**src/rtl/python_sync_pkg.sv**
```systemverilog
// +----------------------------------------------------------------------------+
// | Module   : python_sync_pkg                                                 |
// | Brief    : PYTHON sync codes, generator FSM states and pattern modes.      |
// | Revision : 1.0                                                            |
// +----------------------------------------------------------------------------+
`default_nettype none

package python_sync_pkg;

    localparam logic [7:0] c_SYNC_TR = 8'hE9;
    localparam logic [7:0] c_SYNC_FS = 8'hAA;
    localparam logic [7:0] c_SYNC_FE = 8'hCA;
    localparam logic [7:0] c_SYNC_LS = 8'h2A;
    localparam logic [7:0] c_SYNC_LE = 8'h4A;
    localparam logic [7:0] c_SYNC_WN = 8'h13;
    localparam logic [7:0] c_SYNC_BL = 8'h05;
    localparam logic [7:0] c_SYNC_IM = 8'h0D;
    localparam logic [7:0] c_SYNC_CS = 8'h35;

    typedef enum logic [1:0] {
        ST_IDLE  = 2'd0,
        ST_GAP   = 2'd1,
        ST_BLACK = 2'd2,
        ST_IMAGE = 2'd3
    } gen_state_e;

    typedef enum logic [1:0] {
        MODE_RAMP    = 2'd0,
        MODE_VBARS   = 2'd1,
        MODE_CHECKER = 2'd2,
        MODE_CONST   = 2'd3
    } pat_mode_e;

endpackage

`default_nettype wire

```
**src/rtl/python_pattern_gen_if.sv**
```systemverilog
// +----------------------------------------------------------------------------+
// | Module   : python_pattern_gen_if                                           |
// | Brief    : Control inputs and sensor-style word outputs of the generator.  |
// | Revision : 1.0                                                            |
// +----------------------------------------------------------------------------+
`default_nettype none

interface python_pattern_gen_if #(
    parameter int LANES = 4,
    parameter int PIX_W = 8
);
    logic                     enable;
    logic                     use_trigger;
    logic                     trigger;
    logic [1:0]               mode;
    logic [PIX_W-1:0]         const_val;
    logic [LANES*PIX_W-1:0]   data;
    logic [7:0]               sync;
    logic                     frame_active;
    logic [15:0]              frame_cnt;

    modport master (
        input  enable, use_trigger, trigger, mode, const_val,
        output data, sync, frame_active, frame_cnt
    );

    modport slave (
        output enable, use_trigger, trigger, mode, const_val,
        input  data, sync, frame_active, frame_cnt
    );
endinterface

`default_nettype wire

```
**src/rtl/python_pattern_pixel.sv**
```systemverilog
// +----------------------------------------------------------------------------+
// | Module   : python_pattern_pixel                                            |
// | Brief    : Test-pattern value of one lane's pixel for a given row/word.    |
// | Revision : 1.0                                                            |
// +----------------------------------------------------------------------------+
`default_nettype none

module python_pattern_pixel
    import python_sync_pkg::*;
#(
    parameter int PIX_W = 8,
    parameter int COLS  = 64,
    parameter int LANES = 4,
    parameter int LANE  = 0
) (
    input  wire logic [15:0]      i_row,
    input  wire logic [15:0]      i_word,
    input  wire pat_mode_e        i_mode,
    input  wire logic [PIX_W-1:0] i_const_val,
    output logic      [PIX_W-1:0] o_pix
);

    logic [31:0]      w_col;
    logic [PIX_W-1:0] w_ramp;
    logic [PIX_W-1:0] w_bars;
    logic             w_check;

    always_comb begin
        w_col   = 32'(i_word) * 32'(LANES) + 32'(LANE);
        w_ramp  = PIX_W'(32'(i_row) * 32'(COLS) + w_col);
        w_bars  = PIX_W'((w_col >> 3) << 4);
        w_check = i_row[3] ^ w_col[3];
        o_pix   = '0;
        case (i_mode)
            MODE_RAMP:    o_pix = w_ramp;
            MODE_VBARS:   o_pix = w_bars;
            MODE_CHECKER: o_pix = w_check ? '1 : '0;
            MODE_CONST:   o_pix = i_const_val;
            default:      o_pix = '0;
        endcase
    end

endmodule

`default_nettype wire

```
**src/rtl/python_pattern_gen.sv**
```systemverilog
// +----------------------------------------------------------------------------+
// | Module   : python_pattern_gen                                              |
// | Brief    : PYTHON sensor emulator: framed test patterns with sync codes.   |
// |            Define PYTHON_CHECKSUM_EN for per-lane line checksums on CS.    |
// | Revision : 1.0                                                            |
// +----------------------------------------------------------------------------+
`default_nettype none

module python_pattern_gen
    import python_sync_pkg::*;
#(
    parameter int LANES            = 4,
    parameter int PIX_W            = 8,
    parameter int COLS             = 64,
    parameter int ROWS             = 32,
    parameter int BLACK_ROWS       = 3,
    parameter int INTERFRAME_WORDS = 8431,
    parameter int INTERLINE_WORDS  = 300,
    parameter int DATA_RST_VAL     = 0
) (
    input  wire logic             clk,
    input  wire logic             rst,
    python_pattern_gen_if.master  bus
);

    localparam int c_W        = COLS / LANES;
    localparam int c_BLK_LEN  = c_W + 4;
    localparam int c_IMG_LEN  = c_W + 1 + INTERLINE_WORDS;
    localparam int c_LINE_MAX = (c_IMG_LEN > c_BLK_LEN) ? c_IMG_LEN : c_BLK_LEN;
    localparam int c_CNT_MAX  = (INTERFRAME_WORDS > c_LINE_MAX) ? INTERFRAME_WORDS : c_LINE_MAX;
    localparam int c_CNT_W    = $clog2(c_CNT_MAX + 1);
    localparam int c_ROW_MAX  = (ROWS > BLACK_ROWS) ? ROWS : BLACK_ROWS;
    localparam int c_ROW_W    = $clog2(c_ROW_MAX + 1);

    localparam logic [c_CNT_W-1:0] c_K_WN1    = c_CNT_W'(1);
    localparam logic [c_CNT_W-1:0] c_K_LE     = c_CNT_W'(c_W - 2);
    localparam logic [c_CNT_W-1:0] c_K_WN2    = c_CNT_W'(c_W - 1);
    localparam logic [c_CNT_W-1:0] c_K_CS     = c_CNT_W'(c_W);
    localparam logic [c_CNT_W-1:0] c_BLK_LAST = c_CNT_W'(c_BLK_LEN - 1);
    localparam logic [c_CNT_W-1:0] c_IMG_LAST = c_CNT_W'(c_IMG_LEN - 1);
    localparam logic [c_CNT_W-1:0] c_GAP_LAST = c_CNT_W'((INTERFRAME_WORDS > 0) ? INTERFRAME_WORDS - 1 : 0);
    localparam logic [c_ROW_W-1:0] c_ROW_LAST  = c_ROW_W'(ROWS - 1);
    localparam logic [c_ROW_W-1:0] c_BROW_LAST = c_ROW_W'((BLACK_ROWS > 0) ? BLACK_ROWS - 1 : 0);

    localparam gen_state_e             c_FIRST    = (BLACK_ROWS > 0) ? ST_BLACK : ST_IMAGE;
    localparam logic [LANES*PIX_W-1:0] c_RST_WORD = {LANES{PIX_W'(DATA_RST_VAL)}};

    gen_state_e             r_state;
    logic [c_CNT_W-1:0]     r_cnt;
    logic [c_ROW_W-1:0]     r_row;
    pat_mode_e              r_mode;
    logic                   r_trig_prev;
    logic [7:0]             r_sync;
    logic [LANES*PIX_W-1:0] r_data;
    logic                   r_frame_active;
    logic [15:0]            r_frame_cnt;

    logic [LANES*PIX_W-1:0] w_pix;
    logic [LANES*PIX_W-1:0] w_cs_img;
    logic [LANES*PIX_W-1:0] w_cs_blk;
    logic [7:0]             w_sync;
    logic [LANES*PIX_W-1:0] w_data;
    logic                   w_fa;
    logic                   w_is_fe;
    logic                   w_last_row;
    logic                   w_line_last;
    logic                   w_free;
    logic                   w_trig_edge;
    logic                   w_go_frame;
    logic                   w_go_gap;
    logic                   w_go_idle;

    assign bus.sync         = r_sync;
    assign bus.data         = r_data;
    assign bus.frame_active = r_frame_active;
    assign bus.frame_cnt    = r_frame_cnt;

    for (genvar j = 0; j < LANES; j++) begin : g_lane
        python_pattern_pixel #(
            .PIX_W (PIX_W),
            .COLS  (COLS),
            .LANES (LANES),
            .LANE  (j)
        ) u_pixel (
            .i_row       (16'(r_row)),
            .i_word      (16'(r_cnt)),
            .i_mode      (r_mode),
            .i_const_val (bus.const_val),
            .o_pix       (w_pix[j*PIX_W +: PIX_W])
        );
    end

`ifdef PYTHON_CHECKSUM_EN
    logic [LANES*PIX_W-1:0] r_csum;

    // Restart on word 0 so the sum covers exactly the W pixel words of the line.
    always_ff @(posedge clk or posedge rst) begin
        if (rst) begin
            r_csum <= '0;
        end else if (r_state == ST_IMAGE && r_cnt < c_K_CS) begin
            for (int j = 0; j < LANES; j++) begin
                r_csum[j*PIX_W +: PIX_W] <= ((r_cnt == '0) ? '0 : r_csum[j*PIX_W +: PIX_W])
                                            + w_pix[j*PIX_W +: PIX_W];
            end
        end
    end

    assign w_cs_img = r_csum;
    assign w_cs_blk = '0;
`else
    assign w_cs_img = c_RST_WORD;
    assign w_cs_blk = c_RST_WORD;
`endif

    assign w_last_row  = (r_row == c_ROW_LAST);
    assign w_line_last = (r_state == ST_BLACK) ? (r_cnt == c_BLK_LAST) : (r_cnt == c_IMG_LAST);
    assign w_free      = bus.enable & ~bus.use_trigger;
    assign w_trig_edge = bus.trigger & ~r_trig_prev;

    // Word decode for the current position; registered on the next edge.
    always_comb begin
        w_sync  = c_SYNC_TR;
        w_data  = c_RST_WORD;
        w_fa    = 1'b0;
        w_is_fe = 1'b0;
        case (r_state)
            ST_BLACK: begin
                if (r_cnt == '0)          w_sync = c_SYNC_LS;
                else if (r_cnt == c_K_WN1) w_sync = c_SYNC_WN;
                else if (r_cnt < c_K_LE)  w_sync = c_SYNC_BL;
                else if (r_cnt == c_K_LE)  w_sync = c_SYNC_LE;
                else if (r_cnt == c_K_WN2) w_sync = c_SYNC_WN;
                else if (r_cnt == c_K_CS) begin
                    w_sync = c_SYNC_CS;
                    w_data = w_cs_blk;
                end
            end
            ST_IMAGE: begin
                w_fa = !(w_last_row && r_cnt > c_K_LE);
                if (r_cnt < c_K_CS) w_data = w_pix;
                if (r_cnt == '0)          w_sync = (r_row == '0) ? c_SYNC_FS : c_SYNC_LS;
                else if (r_cnt == c_K_WN1) w_sync = c_SYNC_WN;
                else if (r_cnt < c_K_LE)  w_sync = c_SYNC_IM;
                else if (r_cnt == c_K_LE) begin
                    w_sync  = w_last_row ? c_SYNC_FE : c_SYNC_LE;
                    w_is_fe = w_last_row;
                end
                else if (r_cnt == c_K_WN2) w_sync = c_SYNC_WN;
                else if (r_cnt == c_K_CS) begin
                    w_sync = c_SYNC_CS;
                    w_data = w_cs_img;
                end
            end
            default: ;
        endcase
    end

    always_comb begin
        w_go_frame = 1'b0;
        w_go_gap   = 1'b0;
        w_go_idle  = 1'b0;
        case (r_state)
            ST_IDLE: begin
                if (w_free) begin
                    if (INTERFRAME_WORDS > 0) w_go_gap   = 1'b1;
                    else                      w_go_frame = 1'b1;
                end else if (bus.enable && bus.use_trigger && w_trig_edge) begin
                    w_go_frame = 1'b1;
                end
            end
            ST_GAP: begin
                if (r_cnt == c_GAP_LAST) w_go_frame = 1'b1;
            end
            ST_IMAGE: begin
                if (w_line_last && w_last_row) begin
                    if (w_free) begin
                        if (INTERFRAME_WORDS > 0) w_go_gap   = 1'b1;
                        else                      w_go_frame = 1'b1;
                    end else begin
                        w_go_idle = 1'b1;
                    end
                end
            end
            default: ;
        endcase
    end

    always_ff @(posedge clk or posedge rst) begin
        if (rst) begin
            r_state        <= ST_IDLE;
            r_cnt          <= '0;
            r_row          <= '0;
            r_mode         <= MODE_RAMP;
            r_trig_prev    <= 1'b0;
            r_sync         <= c_SYNC_TR;
            r_data         <= c_RST_WORD;
            r_frame_active <= 1'b0;
            r_frame_cnt    <= '0;
        end else begin
            r_trig_prev    <= bus.trigger;
            r_sync         <= w_sync;
            r_data         <= w_data;
            r_frame_active <= w_fa;
            if (w_is_fe) r_frame_cnt <= r_frame_cnt + 16'd1;

            if (w_go_frame) begin
                r_state <= c_FIRST;
                r_cnt   <= '0;
                r_row   <= '0;
                r_mode  <= pat_mode_e'(bus.mode);
            end else if (w_go_gap) begin
                r_state <= ST_GAP;
                r_cnt   <= '0;
            end else if (w_go_idle) begin
                r_state <= ST_IDLE;
                r_cnt   <= '0;
                r_row   <= '0;
            end else begin
                case (r_state)
                    ST_GAP: r_cnt <= r_cnt + c_CNT_W'(1);
                    ST_BLACK: begin
                        if (w_line_last) begin
                            r_cnt <= '0;
                            if (r_row == c_BROW_LAST) begin
                                r_row   <= '0;
                                r_state <= ST_IMAGE;
                            end else begin
                                r_row <= r_row + c_ROW_W'(1);
                            end
                        end else begin
                            r_cnt <= r_cnt + c_CNT_W'(1);
                        end
                    end
                    ST_IMAGE: begin
                        if (w_line_last) begin
                            r_cnt <= '0;
                            r_row <= r_row + c_ROW_W'(1);
                        end else begin
                            r_cnt <= r_cnt + c_CNT_W'(1);
                        end
                    end
                    default: ;
                endcase
            end
        end
    end

endmodule

`default_nettype wire

```
**src/flat_wrapper.sv**
```systemverilog
// flat-port wrapper written by rule: the top's interface ports become plain ports
module python_pattern_gen_flat import python_sync_pkg::*;
#(
    parameter int LANES            = 4,
    parameter int PIX_W            = 8,
    parameter int COLS             = 64,
    parameter int ROWS             = 32,
    parameter int BLACK_ROWS       = 3,
    parameter int INTERFRAME_WORDS = 8431,
    parameter int INTERLINE_WORDS  = 300,
    parameter int DATA_RST_VAL     = 0
)
  (clk, rst, bus_enable, bus_use_trigger, bus_trigger, bus_mode, bus_const_val, bus_data, bus_sync, bus_frame_active, bus_frame_cnt);
  python_pattern_gen_if #(.LANES(LANES), .PIX_W(PIX_W)) bus_i ();
  input  wire logic clk;
  input  wire logic rst;
  input wire logic [$bits(bus_i.enable)-1:0] bus_enable;
  input wire logic [$bits(bus_i.use_trigger)-1:0] bus_use_trigger;
  input wire logic [$bits(bus_i.trigger)-1:0] bus_trigger;
  input wire logic [$bits(bus_i.mode)-1:0] bus_mode;
  input wire logic [$bits(bus_i.const_val)-1:0] bus_const_val;
  output wire logic [$bits(bus_i.data)-1:0] bus_data;
  output wire logic [$bits(bus_i.sync)-1:0] bus_sync;
  output wire logic [$bits(bus_i.frame_active)-1:0] bus_frame_active;
  output wire logic [$bits(bus_i.frame_cnt)-1:0] bus_frame_cnt;
  assign bus_i.enable = bus_enable;
  assign bus_i.use_trigger = bus_use_trigger;
  assign bus_i.trigger = bus_trigger;
  assign bus_i.mode = bus_mode;
  assign bus_i.const_val = bus_const_val;
  assign bus_data = bus_i.data;
  assign bus_sync = bus_i.sync;
  assign bus_frame_active = bus_i.frame_active;
  assign bus_frame_cnt = bus_i.frame_cnt;
  python_pattern_gen #(.LANES(LANES), .PIX_W(PIX_W), .COLS(COLS), .ROWS(ROWS), .BLACK_ROWS(BLACK_ROWS), .INTERFRAME_WORDS(INTERFRAME_WORDS), .INTERLINE_WORDS(INTERLINE_WORDS), .DATA_RST_VAL(DATA_RST_VAL)) u_core (.clk(clk), .rst(rst), .bus(bus_i));
endmodule
```
**config.mk**
```make
export PLATFORM = sky130hd
export DESIGN_NAME = python_pattern_gen_flat
export DESIGN_NICKNAME = d
export VERILOG_FILES = /design/src/rtl/python_sync_pkg.sv /design/src/rtl/python_pattern_gen_if.sv /design/src/rtl/python_pattern_pixel.sv /design/src/rtl/python_pattern_gen.sv /design/src/flat_wrapper.sv
export SDC_FILE = /design/constraint.sdc
export NUM_CORES = 1
export LEC_CHECK = 0
export CAP_MARGIN = 15
export CORE_AREA = 2 2 89 91
export CTS_BUF_LIST = sky130_fd_sc_hd__clkbuf_8
export DETAILED_ROUTE_END_ITERATION = 10
export DIE_AREA = 0 0 91 93
export PLACE_DENSITY_LB_ADDON = 0.05
export SLEW_MARGIN = 20
export SYNTH_ARGS = -nofsm -noshare
export SYNTH_HDL_FRONTEND = slang
export SYNTH_SLANG_ARGS = --single-unit
export TNS_END_PERCENT = 30
```
**constraint.sdc**
```tcl
create_clock -name clk -period 3.1 [get_ports clk]
set_input_delay 0.62 -clock clk [delete_from_list [all_inputs] [get_ports clk]]
set_output_delay 0.62 -clock clk [all_outputs]
set_load 0.03 [all_outputs]
```
## Word level (Yosys, flattened, before mapping)

Cells that the tools add are included.

| storage, ports and cells | value |
|---|---|
| output and inout port bits | 57 |
| input bits | 15 |
| register bits | 82 |
| logic and storage cells | 129 |

| operators by class | value |
|---|---|
| equal/unequal tests | 18 |
| order comparisons | 3 |
| multiplexer cells | 64 |
| reductions and logical operators | 17 |
| bitwise operators | 8 |
| add/sub/neg operators | 10 |

Operator list:

| kind | number |
|---|---|
| 32-bit 2-to-1 mux | 8 |
| 8-bit 2-to-1 mux | 16 |
| 8-bit one-hot mux with 4 select lines | 4 |
| 14-bit 2-to-1 mux | 4 |
| 6-bit 2-to-1 mux | 6 |
| 8-bit adder | 4 |
| 14-bit by 4-bit equality test with 1-bit output (second input constant) | 2 |
| 14-bit by 5-bit equality test with 1-bit output (second input constant) | 2 |
| 14-bit one-hot mux with 2 select lines | 1 |
| 16-bit by 1-bit adder with 16-bit output (second input constant) | 1 |
| 8-bit by 2-bit adder with 8-bit output (second input constant) | 2 |
| 8-bit one-hot mux with 2 select lines | 1 |
| 4-bit nonzero test | 4 |
| 1-bit 2-to-1 mux | 15 |
| 14-bit by 1-bit adder with 14-bit output (second input constant) | 1 |
| 14-bit by 1-bit equality test with 1-bit output (second input constant) | 1 |
| 14-bit equality test (second input constant) | 1 |
| 14-bit by 9-bit equality test with 1-bit output (second input constant) | 1 |
| 14-bit by 4-bit greater-than comparator with 1-bit output (second input constant) | 1 |
| 14-bit logical NOT | 1 |
| 14-bit by 4-bit < comparator with 1-bit output (second input constant) | 1 |
| 14-bit by 5-bit < comparator with 1-bit output (second input constant) | 1 |
| 2-bit 2-to-1 mux | 6 |
| 6-bit one-hot mux with 2 select lines | 1 |
| 20 further kinds | 35 |

## Longest topological paths before layout

| logic depth | value |
|---|---|
| depth in word-level cells | 12 |
| mapped depth | 9 |
| depth with buffers taken out | 7 |

## Cells and area by module

Synthesis repeated with hierarchy kept, for this count alone.

| unflattened totals | value |
|---|---|
| cells, all modules | 488 |
| area, all modules | 4835.9 sq um |

Modules (own cells, without submodules):

| module | sequential area each (sq um) | instances | area an instance (sq um) | cells each |
|---|---|---|---|---|
| python_pattern_gen | 2058.2 | 1 | 3862.5 | 368 |
| python_pattern_pixel (u_core.g_lane[3].u_pixel) | 0.0 | 1 | 264.0 | 30 |
| python_pattern_pixel (u_core.g_lane[2].u_pixel) | 0.0 | 1 | 250.2 | 33 |
| python_pattern_pixel (u_core.g_lane[0].u_pixel) | 0.0 | 1 | 232.7 | 32 |
| python_pattern_pixel (u_core.g_lane[1].u_pixel) | 0.0 | 1 | 226.5 | 25 |

## Least setup slack after synthesis

OpenSTA, ideal clock, no wires.

| timing path | value |
|---|---|
| path kind | reg2reg |
| start | reg u_core.r_state[0] |
| end | reg u_core.r_row[2] |
| arrival time | 2.243 ns |
| required time | 3.022 ns |
| setup slack | 0.780 ns |
| setup time | 0.078 ns |
| path buffers | 0 |
| clock period less this slack | 2.320 ns |
| cell stages (with the launch flop) | 8 |
| cell sequence | dfrtp_1 > inv_1 > ha_1 > nand2b_1 > or4_4 > a221o_1 > or4b_1 > a21oi_1 |

| between the ends | value |
|---|---|
| word-level cells in the longest chain between the ends | 8 |
| elaborated cells between the ends (all ways) | 20 |
| classes of those cells | eq/ne (6); mux (10); reduce/logical (4) |

RTL lines:

| what | line | text |
|---|---|---|
| start, declared | python_pattern_gen.sv:48 | `gen_state_e r_state;` |
| start signal, assigned | python_pattern_gen.sv:207 | `r_state <= c_FIRST;` |
| branches (longest 8 deep; another with 4-bit AND reduction) | n/a |  |
| end signal, assigned | python_pattern_gen.sv:228 | `r_row <= r_row + c_ROW_W'(1);` |
| end signal, assigned | python_pattern_gen.sv:237 | `r_row <= r_row + c_ROW_W'(1);` |
| end, declared | python_pattern_gen.sv:50 | `logic [c_ROW_W-1:0] r_row;` |

Several ways; the timed one is not identified. The select of a mux whose other input is x is not followed.
A chain may end at the register's enable or synchronous reset.

## Worst setup path after layout

Ends and elaborated chain as after synthesis.

==> summary.md <==
| Metric | Value |
|---|---|
| Status | `finished, final reports clean` |
| # Post-CTS Setup Buffers | `0` |
| Synth area leaders | `dfrtp_1 (38%), ha_1 (4.8%), buf_4 (4.8%), xnor2_1 (3.9%), nand2_1 (3.7%)` |
| Top cell type's share of synthesized area | `38.0%` |
| First-pass GRT wire length | `14.4 mm` |
| Unrepaired setup endpoints after global routing | `no` |
| Largest net degree at the start of global routing | `35` |
| CTS Sinks | `60` |
| Ys async rst share | `100%` |
| CTS tree | `built` |
| Fraction of layout cells with a size suffix above 1 | `9.58%` |
| Inserted Diodes | `0` |
| Synthesized flop and latch total | `60` |
| WL/cell | `15.8 um` |
| Synthesis Warnings | `0` |
| Worst Setup End Kind | `flip-flop` |
| CTS clock-pin slew for the worst setup and hold paths | `70 ps` |
| Rel. slew slack | `44.9%` |
| Maximum clock path buffer count | `2` |
| Max Cap Viol | `0` |
| Least-Margin Pin Slew | `823 ps` |
| Final period utilization | `83.0%` |
| Fmax | `389 MHz` |
| Vias in the first global route | `2886` |
| Syn Area/Cell | `9.65 um2` |
| Die Footprint | `8460 um2` |
| Synth area leader | `dfrtp_1` |
| CTS Hold Bufs | `0` |
| Buffers on Ports | `71` |
| Netlist cell types | `60` |
| Dpl cells | `514` |
| CTS root buf | `clkbuf_8` |
| Crit Path Class | `reg -> reg` |
| Core area | `7530 um2` |
| Via Count | `3005` |
| Ys flop type | `dfrtp_1` |
| Via-to-Cell Ratio | `5.67` |
| Top-count cell post-synth | `dfrtp_1` |
| CP Data Arrival Time | `2840 ps` |
| Fin. max-slew vios | `0` |
| Overall die height | `93 um` |
| Post-CTS sizing | `0` |
| # DRC | `0` |
| H-tree Lvls | `3` |
| DRT iter0 DRCs | `224` |
| Total track usage | `21.5%` |
| Min cycle time layout | `2570 ps` |
| CP startpoint kind | `flip-flop` |
| Register area share after synthesis | `41.7%` |
| Final Instance Count excl. Fillers | `530` |
| Hold crit path type | `reg -> reg` |
| Post-synth EDFFs | `0` |
| Nets | `452` |
| Syn_nets | `404` |
| Final hold violations | `0` |
| Top post-synthesis cells by count | `dfrtp_1 (55), nand2_1 (36), buf_4 (23), nand3_1 (23), nor2_1 (18)` |
| Grt ovf | `0` |
| Latest clock arrival within the worst-skew pair | `350 ps` |
| Initial Utilization | `48.1%` |
| Die span in x | `91 um` |
| Layout area overhead | `22.7%` |
| Detailed Place HPWL | `6.08 mm` |
| Leak | `0.00184 uW` |
| Count of final setup violators | `0` |
| Initial antenna violation count | `0` |
| Cts bufs inserted | `9` |
| TritonRoute pass-1 iters | `4` |
| Worst-path maximum fanout | `8` |
| Fillers | `681` |
| CP Data Required Time | `3360 ps` |
| Post-synth design cell area | `3620 um2` |
| Max VDD drop | `0.000237 V` |
| Row count | `32` |
| GPL Wtd Cong | `0.865` |
| P per Cell Area | `328 nW/um2` |
| Final wirelength | `8.37 mm` |
| Post-DRT Antenna Nets | `0` |
| # IOs | `72` |
| Clk_skew | `11.7 ps` |
| Cells after Synth | `375` |
| TNS Setup | `0 ps` |
-- layout by cell type (no fill, tap or decap), types with 9 or more instances in the layout --
master and instances:
nor2_1 18, nand4_1 13, xnor2_1 16, clkdlybuf4s50_1 71, clkbuf_8 9, nor3_1 12
nand2_1 36, ha_1 14, dfrtp_1 55, nand3_1 23, inv_1 12, o21ai_0 9
-- routing by layer --
metal / share of wire (%) / vias to the layer above / track usage (%)
li1: - / 1440 / -
met1: 47 / 1453 / 29.6
met2: 46 / 103 / 33.1
met3: 6.3 / 9 / 6.04
met4: 1.2 / 0 / 6.31
met5: 0 / - / 0
-- registers in the layout, indices dropped and copies added (netlist names) --
signal                   cells
u_core.bus.frame_cnt        16
u_core.r_cnt                14
u_core.bus.data             10
u_core.bus.sync              8
u_core.r_row                 6
u_core.r_mode                2
u_core.r_state               2
u_core.bus.frame_active      1
u_core.r_trig_prev           1
-- report_power, final --
group,internal [uW],switching [uW]
registers,785,2.72
logic,23.1,23.2
clock network,291,332
-- path summary, 6_finish.rpt --
path | startpoint | end | slack (ps) | cells after the start
worst max-delay path | u_core.r_state[0] | u_core.r_row[2] | 530 | 7
worst min-delay path | u_core.bus.frame_cnt[15] | u_core.bus.frame_cnt[15] | 470 | 1
worst max register to register | u_core.r_state[0] | u_core.r_row[2] | 530 | 7
worst min register to register | u_core.bus.frame_cnt[15] | u_core.bus.frame_cnt[15] | 470 | 1
max in group asynchronous | rst | u_core.bus.sync[0] | 1810 | 3
min in group asynchronous | rst | u_core.r_state[1] | 650 | 2
-- per-stage QoR --
| stage | setup slack, ps | util, % | power, uW | cell area [um2] | hold slack, ps |
|---|---|---|---|---|---|
| final | 527 | 58.9 | 1460 | 4440 | 468 |
| after global routing | 378 | 58.9 | 1520 | 4440 | 488 |
| after global placement | 541 | 56.6 | 850 | 4260 | 462 |
| after CTS | 533 | 58.9 | 1480 | 4440 | 475 |
| after floorplan | 780 | - | 821 | 3620 | 522 |
| after detailed placement | 499 | 56.6 | 850 | 4260 | 464 |
-- area by class of cell --
type / instances / area (um2) / area share (%)
repair buffers: 75 / 753 / 17.0
clock inverters: 7 / 53.8 / 1.21
well taps: 102 / 128 / 2.88
flip-flops and latches: 60 / 1510 / 34.0
multi-input cells: 264 / 1820 / 41.1
inverters: 13 / 48.8 / 1.10
clock buffers: 9 / 124 / 2.79
-- logic make-up after synthesis --
family | Yosys count | synth area share (%)
DFF | 60 | 41.7
buffers and inverters | 51 | 7.96
xor gates and xnor gates | 21 | 5.08
adders and majority gates | 14 | 4.84
and+or+nand+nor | 163 | 25.6
AOI/OAI and AO/OA | 58 | 11.4
muxes | 8 | 3.46
-- worst max-delay path, stage by stage (launching register included) --
cell and delay, ps:
dfrtp_1 380, inv_1 100, ha_1 300, nand2b_1 190
or4_4 430, a221o_1 410, or4b_1 530, a21oi_1 150
No activity file was read; power rests on OpenSTA's default activity.
